[config.mk]
export PLATFORM = sky130hd
export DESIGN_NAME = wb_retire_buf
export DESIGN_NICKNAME = d
export VERILOG_FILES = /design/src/rtl/wb_pkg.sv /design/src/rtl/wb_pend_decode.sv /design/src/rtl/wb_retire_buf.sv
export SDC_FILE = /design/constraint.sdc
export NUM_CORES = 1
export LEC_CHECK = 0
export BUFFER_PORTS_ARGS = -buffer_cell sky130_fd_sc_hd__buf_2
export CELL_PAD_IN_SITES_DETAIL_PLACEMENT = 1
export CELL_PAD_IN_SITES_GLOBAL_PLACEMENT = 1
export CORE_MARGIN = 2
export CORE_UTILIZATION = 42
export CTS_BUF_LIST = sky130_fd_sc_hd__clkbuf_16
export CTS_CLUSTER_DIAMETER = 80
export DETAILED_ROUTE_END_ITERATION = 8
export PLACE_DENSITY_LB_ADDON = 0.05
export SLEW_MARGIN = 20
export SYNTH_ARGS = -nofsm -noshare
export SYNTH_HDL_FRONTEND = slang
export SYNTH_HIERARCHICAL = 1
export SYNTH_SLANG_ARGS = --single-unit
[constraint.sdc]
create_clock -name clk -period 10.9 [get_ports clk]
set_input_delay 1.09 -clock clk [delete_from_list [all_inputs] [get_ports clk]]
set_output_delay 1.09 -clock clk [all_outputs]
set_load 0.03 [all_outputs]
[src/rtl/wb_pkg.sv]
// Shared definitions for the writeback retire buffer.
// Entry layout, zip width and pointer sizing helpers.
package wb_pkg;

    localparam int XLEN_D    = 32;
    localparam int RADDR_W_D = 5;
    localparam int ECODE_W_D = 6;

    // Width of the {we, waddr, wdata} bundle.
    function automatic int zip_w(input int xlen, input int raddr_w);
        return 1 + raddr_w + xlen;
    endfunction

    localparam int ZIP_W = zip_w(XLEN_D, RADDR_W_D);

    // Bits needed to index DEPTH entries.
    function automatic int ptr_w(input int depth);
        return (depth < 2) ? 1 : $clog2(depth);
    endfunction

    // Entry layout at the default widths.
    typedef struct packed {
        logic [XLEN_D-1:0]    pc;
        logic                 we;
        logic [RADDR_W_D-1:0] waddr;
        logic [XLEN_D-1:0]    wdata;
        logic                 ex;
        logic [ECODE_W_D-1:0] ecode;
    } wb_entry_t;

endpackage

[src/rtl/wb_pend_decode.sv]
// Pending-write mask for ID hazard detection.
// One-hot decode per entry, OR-reduced; r0 never pends.
module wb_pend_decode
    import wb_pkg::*;
#(
    parameter int DEPTH   = 2,
    parameter int RADDR_W = 5
) (
    input  logic [DEPTH-1:0]           i_wr,
    input  logic [DEPTH*RADDR_W-1:0]   i_waddr,
    output logic [(1<<RADDR_W)-1:0]    o_mask
);

    localparam int NREG = 1 << RADDR_W;

    logic [NREG-1:0] w_onehot [DEPTH];

    // Per-entry one-hot of the destination, zero when the entry will not write.
    always_comb begin
        for (int i = 0; i < DEPTH; i++) begin
            w_onehot[i] = '0;
            if (i_wr[i]) begin
                w_onehot[i][i_waddr[i*RADDR_W +: RADDR_W]] = 1'b1;
            end
        end
    end

    // Merge all entries and drop r0.
    always_comb begin
        o_mask = '0;
        for (int i = 0; i < DEPTH; i++) begin
            o_mask = o_mask | w_onehot[i];
        end
        o_mask[0] = 1'b0;
    end

endmodule

[src/rtl/wb_retire_buf.sv]
// Writeback stage as an in-order retire buffer between MEM and the regfile.
// Handles regfile port backpressure, exception flush and pending-write mask.
module wb_retire_buf
    import wb_pkg::*;
#(
    parameter int XLEN    = 32,
    parameter int RADDR_W = 5,
    parameter int DEPTH   = 2,
    parameter int ECODE_W = ECODE_W_D
) (
    input  logic                       clk,
    input  logic                       resetn,
    input  logic                       ms2ws_valid,
    output logic                       ws_allowin,
    input  logic [XLEN-1:0]            ms_pc,
    input  logic [XLEN+RADDR_W:0]      ms_rf_zip,
    input  logic                       ms_ex,
    input  logic [ECODE_W-1:0]         ms_ecode,
    input  logic                       rf_port_ready,
    output logic [XLEN+RADDR_W:0]      ws_rf_zip,
    output logic [(1<<RADDR_W)-1:0]    ws_pend_mask,
    output logic                       ws_flush,
    output logic [XLEN-1:0]            ws_ex_pc,
    output logic [ECODE_W-1:0]         ws_ecode,
    output logic [ptr_w(DEPTH):0]      ws_count,
    output logic [31:0]                debug_wb_pc,
    output logic [3:0]                 debug_wb_rf_we,
    output logic [4:0]                 debug_wb_rf_wnum,
    output logic [31:0]                debug_wb_rf_wdata
);

    localparam int PW = ptr_w(DEPTH);
    localparam int CW = PW + 1;
    localparam logic [CW-1:0] FULL = CW'(DEPTH);

    typedef struct packed {
        logic [XLEN-1:0]    pc;
        logic               we;
        logic [RADDR_W-1:0] waddr;
        logic [XLEN-1:0]    wdata;
        logic               ex;
        logic [ECODE_W-1:0] ecode;
    } entry_t;

    entry_t          r_mem [DEPTH];
    logic [PW-1:0]   r_head;
    logic [PW-1:0]   r_tail;
    logic [CW-1:0]   r_count;

    entry_t                   w_head;
    entry_t                   w_in;
    logic                     w_empty;
    logic                     w_retire;
    logic                     w_flush;
    logic                     w_push;
    logic                     w_wr_rf;
    logic [DEPTH-1:0]         w_pend_wr;
    logic [DEPTH*RADDR_W-1:0] w_pend_addr;

    assign w_head  = r_mem[r_head];
    assign w_empty = (r_count == '0);

    // A writer head without an exception waits for the shared port.
    assign w_retire = ~w_empty
                    & (w_head.ex | ~w_head.we | rf_port_ready);
    assign w_flush  = w_retire & w_head.ex;
    assign w_wr_rf  = w_retire & w_head.we & ~w_head.ex;

    assign ws_allowin = (r_count < FULL) | w_retire;
    assign w_push     = ms2ws_valid & ws_allowin & ~w_flush;

    assign w_in.pc    = ms_pc;
    assign w_in.we    = ms_rf_zip[XLEN+RADDR_W];
    assign w_in.waddr = ms_rf_zip[XLEN +: RADDR_W];
    assign w_in.wdata = ms_rf_zip[XLEN-1:0];
    assign w_in.ex    = ms_ex;
    assign w_in.ecode = ms_ecode;

    // Pointer and occupancy update; a flush discards everything younger.
    always_ff @(posedge clk) begin
        if (!resetn) begin
            r_head  <= '0;
            r_tail  <= '0;
            r_count <= '0;
        end else if (w_flush) begin
            r_head  <= r_tail;
            r_count <= '0;
        end else begin
            if (w_push) begin
                r_tail <= r_tail + 1'b1;
            end
            if (w_retire) begin
                r_head <= r_head + 1'b1;
            end
            r_count <= r_count + CW'(w_push) - CW'(w_retire);
        end
    end

    // Entry storage; contents need no reset since count gates validity.
    always_ff @(posedge clk) begin
        if (w_push) begin
            r_mem[r_tail] <= w_in;
        end
    end

    // Flag entries that are occupied and will write the regfile.
    always_comb begin
        logic [PW-1:0] off;
        w_pend_wr   = '0;
        w_pend_addr = '0;
        for (int i = 0; i < DEPTH; i++) begin
            off = PW'(i) - r_head;
            w_pend_wr[i] = ({1'b0, off} < r_count)
                         & r_mem[i].we & ~r_mem[i].ex;
            w_pend_addr[i*RADDR_W +: RADDR_W] = r_mem[i].waddr;
        end
    end

    wb_pend_decode #(
        .DEPTH   (DEPTH),
        .RADDR_W (RADDR_W)
    ) u_pend (
        .i_wr    (w_pend_wr),
        .i_waddr (w_pend_addr),
        .o_mask  (ws_pend_mask)
    );

    assign ws_rf_zip = {w_wr_rf, w_head.waddr, w_head.wdata};
    assign ws_flush  = w_flush;
    assign ws_ex_pc  = w_head.pc;
    assign ws_ecode  = w_head.ecode;
    assign ws_count  = r_count;

    assign debug_wb_pc       = 32'(w_head.pc);
    assign debug_wb_rf_we    = {4{w_wr_rf}};
    assign debug_wb_rf_wnum  = 5'(w_head.waddr);
    assign debug_wb_rf_wdata = 32'(w_head.wdata);

endmodule

# == After elaboration in Yosys (flattened, before gate mapping) ==
# Memory sizes are Yosys's and may differ from the RTL's. A register that Yosys moved wholly into a read port is not among the register bits.
# Index checks and enable logic that the tools add are counted.
# W data, S select, Z words.
# word_totals
ff_bits,4
latch_bits,0
ramBits,154
rom_bits,0
inputBits,81
out_inout_bits,185
wordCells,56
n_memories,1
# memory_table
memory,depth,width,rd,rd_clocked_by_memory_dff,wr,line_no,rtl
r_mem,2,77,3,1,1,wb_retire_buf.sv:45,entry_t r_mem [DEPTH];
# classes
add_sub_neg,6
multipliers,0
div_mod_pow,0
order_cmp,7
n_eq_ne,0
shift,0
muxes,12
n_bitwise,21
n_reduce_logical,6
# op_table
operator,count
$mux W32,2
$or A32 B32 Y32,1
$lt A5 B6 Y1 const B,2
$and A1 B1 Y1,10
$demux W1 S5,2
$ge A5 B1 Y1 const B,2
$mux W1,8
$not A1 Y1,7
$lt A1 B2 Y1,2
$or A1 B1 Y1,3
$add A1 B1 Y1 const B,2
$add A2 B1 Y2,1
$logic_and A1 B1 Y1,2
$logic_not A2 Y1,1
$lt A2 B2 Y1 const B,1
$reduce_and A2 Y1,1
$reduce_bool A2 Y1,1
$reduce_or A2 Y1,1
$sub A1 B1 Y1 const A,2
$sub A2 B1 Y2,1

# == Depth between registers and ports, before layout ==
# logic_depth
ltp_word,9
ltp_mapped,11

# == Modules after synthesis ==
# Netlist, hierarchy kept.
# by_module_without_submodules
mod,n_inst,cells_per_inst,area_each_um2,seq_area_each_um2
wb_retire_buf,1,362,6449.9,4724.5
wb_pend_decode,1,59,424.2,0.0

# == Worst setup path before layout ==
# Ideal clock, no wire load.
# synth_timing
path_type,input to register
from,input port rf_port_ready
to,memory r_mem[0][0] (netlist bit) (enable)
setup_ns,0.514
arrival_time_ns,5.400
setup_slack_ns,4.986
path_stages,4
cell_sequence,or4bb_1 a311o_1 and2_4 nor2_1
# synth_between
elab_chain_len,7
# synth_rtl
element,line_no,rtl
"start, declared",wb_retire_buf.sv:19,"input logic rf_port_ready,"
$or A1 B1 Y1 *,wb_retire_buf.sv:65,& (w_head.ex | ~w_head.we | rf_port_ready);
$and A1 B1 Y1 *,wb_retire_buf.sv:65,
$or A1 B1 Y1 / $and A1 B1 Y1 (equally long branches),"wb_retire_buf.sv:69, wb_retire_buf.sv:66",
$and A1 B1 Y1 / $not A1 Y1 (equally long branches),-,
$and A1 B1 Y1 *,wb_retire_buf.sv:70,assign w_push = ms2ws_valid & ws_allowin & ~w_flush;
$mux W1 *,wb_retire_buf.sv:101,if (w_push) begin
$mux W1 (not written as such) *,wb_retire_buf.sv:102,r_mem[r_tail] <= w_in;
"end, declared",wb_retire_buf.sv:45,
# Mark *: on every way between the ends. The rest lies on a longest branch, timed or not.

==> summary.md <==
| Metric | Value |
|---|---|
| Hold path start | r_head |
| Distinct cell type count after synthesis | 33 |
| Final cell count without fillers | roughly 850 |
| Reg area | between 4000 and 5000 sq um |
| RSZ-0062 raised after global routing | false |
| Depth of the worst register-to-register path | 6 |
| Initial Util | 0.4312 |
| Netlist Area Pre-Place | 6874 sq um |
| Startpoint types | register |
| Detailed Route Iter0 Violations | 191 |
| Setup slack, reg-to-reg | 6.85 ns |
| Met2 routed WL | a little under 8000 um |
| Mean Syn Cell Area | 16.33 sq um |
| IO Port Bufs | 264 |
| Crit path required time | 10.95 ns |
| Vias | 4236 |
| Post-synthesis cell count | around 420 |
| First-pass DRT Iterations | 4 |
| ANT nets after route | 0 |
| Final Hold Viols | 0 |
| Worst hold-check path type | reg -> reg |
| Crit path capture type | register |
| Area of the multi-input gates | between 1500 and 2000 sq um |
| Die Span Y | 131.9 um |
| CP Class | reg -> reg |
| Critical path fanouts, max | 42 |
| Root buf cell | clkbuf_16 |
| FMAX | about 250 MHz |
| Ports | 266 |
| Worst vdd ir | ~0.17 mV |
| Syn nets | 504 |
| Ys async rst share | 0 |
| Seq/Total Area, Yosys | 0.6873 |
| Data arrival time of the critical path | between 4 and 5 ns |
| Antenna violations before repair | 2 |
| Outcome | complete, no violations |
| Total clock sinks | between 150 and 200 |
| Final setup fails | 0 |
| Die X | 131.9 um |
| Hold Path Stages | 2 |
| Vias in the first global route | between 4000 and 5000 |
| Max Cap Viol | 0 |
| Fin nets | 704 |
| Vias per cell | 4.978 |
| DRT met1 WL | 6367 um |
| Flops & latches, synth | 159 |
| Worst-Skew Late Latency | 0.42 ns |
| Largest net degree at the start of global routing | 83 |
| WL/cell | 18.55 um |
| Worst-Margin Slew | 1.070 ns |
| Slew headroom | 0.2851 |
| HPWL after DPL | 11130 um |
| Biggest area consumer among synthesized cells | edfxtp_1 |
| Detailed route wirelength on metal3 | 1336 um |
| Core Area | between 15000 and 20000 sq um |
| Postcts setup bufs | 0 |
| Post-synth EDFFs | 154 |
| DRC | 0 |
| Cells after DPL | 817 |
| Hold_buf cts | 0 |
| Global-route wire length before repair | 24200 um |
| RePlAce Congestion | 0.8326 |
| TritonCTS Buffers | 17 |
| Synth-to-Final Area Change | 23.97% |
| Part of the cycle the worst path needs | 0.3715 |
| Filler Cell Count | 1629 |
| Power per cell area | 334.4 nW/um^2 |
| Layout cell share with drive strength beyond 1 | 0.6057 |
| WL final | about 16000 um |
| Clk_skew | 0.007244 ns |
| Floorplan row count | between 40 and 50 |
| Resized Gates After CTS | 0 |
| R2r endpoint | r_mem[0][2] |
| Post-synth top flop | edfxtp_1 |
| Clock slew at reported path FFs | 0.06 ns |
| Hold WS | 0.5325 ns |
| Top cells by area, synth | edfxtp_1 (67%), mux2_2 (12%), buf_4 (8.2%) |
| Top sig layer | met5 |
| Final setup TNS | 0 ns |
| CTS H-tree depth | 4 |
| Synth warn | 6 |
| Total track usage | 0.1793 |
| CTS tree | yes |
| Post-synth top area share | 0.6727 |
| Overflow after GRT | 0 |
| Slew Viols, Final | 0 |
| LEAKAGE | 3.339 nW |
| Full die area | 17410 sq um |
| Minimum clock period | 4.049 ns |
| Clock tree buffer depth | 2 |
worst max-delay path, stage by stage (launching register included):
cell	delay, ns
dfxtp_4	0.72
buf_12	0.31
or4bb_1	0.49
a311o_1	0.46
and2_4	0.18
nor2_4	0.80
buf_4	0.63
placed cells by master, fill, tap and decap left out, types with 2 or more instances in the layout:
cell / Yosys / layout
o22ai_2: 5 / 5
or3_1: 4 / 4
buf_2: 4 / 264
nor3b_1: 3 / 3
dfxtp_1: 5 / 4
edfxtp_1: 154 / 154
o22ai_1: 26 / 26
inv_1: 7 / 7
clkinv_4: 0 / 2
a21oi_1: 3 / 3
nand3_1: 8 / 8
clkbuf_16: 0 / 17
bufinv_16: 0 / 3
or3b_1: 8 / 8
a31oi_1: 3 / 3
mux2_2: 75 / 75
buf_4: 75 / 2
nand2_1: 2 / 2
clkinvlp_4: 0 / 4
nor2_1: 6 / 5
o21ai_0: 2 / 2
ha_1: 2 / 2
inv_6: 0 / 3
nand3b_1: 10 / 10
state kept, by name, summed over array words and instances (netlist names), named ones only:
signal / cells
r_mem: 154
ws_count: 2
r_tail: 1
r_head: 1
through the flow:
stage,power (mW),utilization,worst slack (ns),area (sq um)
floorplan,2.062,-,4.986,6874
global placement,2.247,0.4949,6.677,7890
detailed placement,2.271,0.4949,6.617,7890
CTS,2.884,0.5331,6.664,8499
global route,2.978,0.5345,6.603,8522
finish,2.850,0.5345,6.851,8522
logic make-up after synthesis:
kind of cell / Yosys count / synth area share
buf+inv: 93 / 0.09246
xor+xnor: 1 / 0.001274
other cells: 1 / 0.0005455
flops: 159 / 0.6873
fa+ha+maj: 2 / 0.003640
compound gates: 41 / 0.04186
mux: 76 / 0.1243
simple gates: 48 / 0.04860
final cells by class:
| class | count | share of cell area |
|---|---|---|
| clock inverters | 15 | 0.02158 |
| repair buffers | 267 | 0.1592 |
| well taps | 216 | 0.03171 |
| diodes | 1 | 0.0002936 |
| clock buffers | 17 | 0.04992 |
| flip-flops and latches | 159 | 0.5548 |
| inverters | 7 | 0.003083 |
| multi-input cells | 169 | 0.1794 |
cells in the mapped netlist, types with 2 or more instances:
cell type and instances:
edfxtp_1 154, buf_4 75, mux2_2 75, o22ai_1 26
nand3b_1 10, nand3_1 8, or3b_1 8, inv_1 7
nor2_1 6, dfxtp_1 5, o22ai_2 5, buf_2 4
clkbuf_1 4, or3_1 4, a21oi_1 3, a31oi_1 3
buf_1 3, nor3b_1 3, ha_1 2, nand2_1 2
o21ai_0 2
report_power, final:
part | internal, mW | switching (mW) | leakage, nW
combinational | 0.380 | 0.919 | 1.57
sequential | 0.865 | 0.0805 | 1.49
clock | 0.363 | 0.242 | 0.286
worst max-delay path by stage:
stage	to	slack, ns	depth (start not counted)
after floorplan	r_mem[0][0]	4.99	4
after CTS	r_mem[0][39]	6.66	5
after global routing	r_mem[0][2]	6.60	6
after global placement	r_mem[0][53]	6.68	6
after detailed placement	r_mem[0][53]	6.62	6
final	r_mem[0][2]	6.85	6
per-layer routing:
layer,global-route usage,up-vias
met4,0.06280,2
li1,-,1955
met2,0.3003,194
met3,0.06305,16
met1,0.2152,2069
met5,0,-
Note: power is estimated with default switching activity, not from simulation.
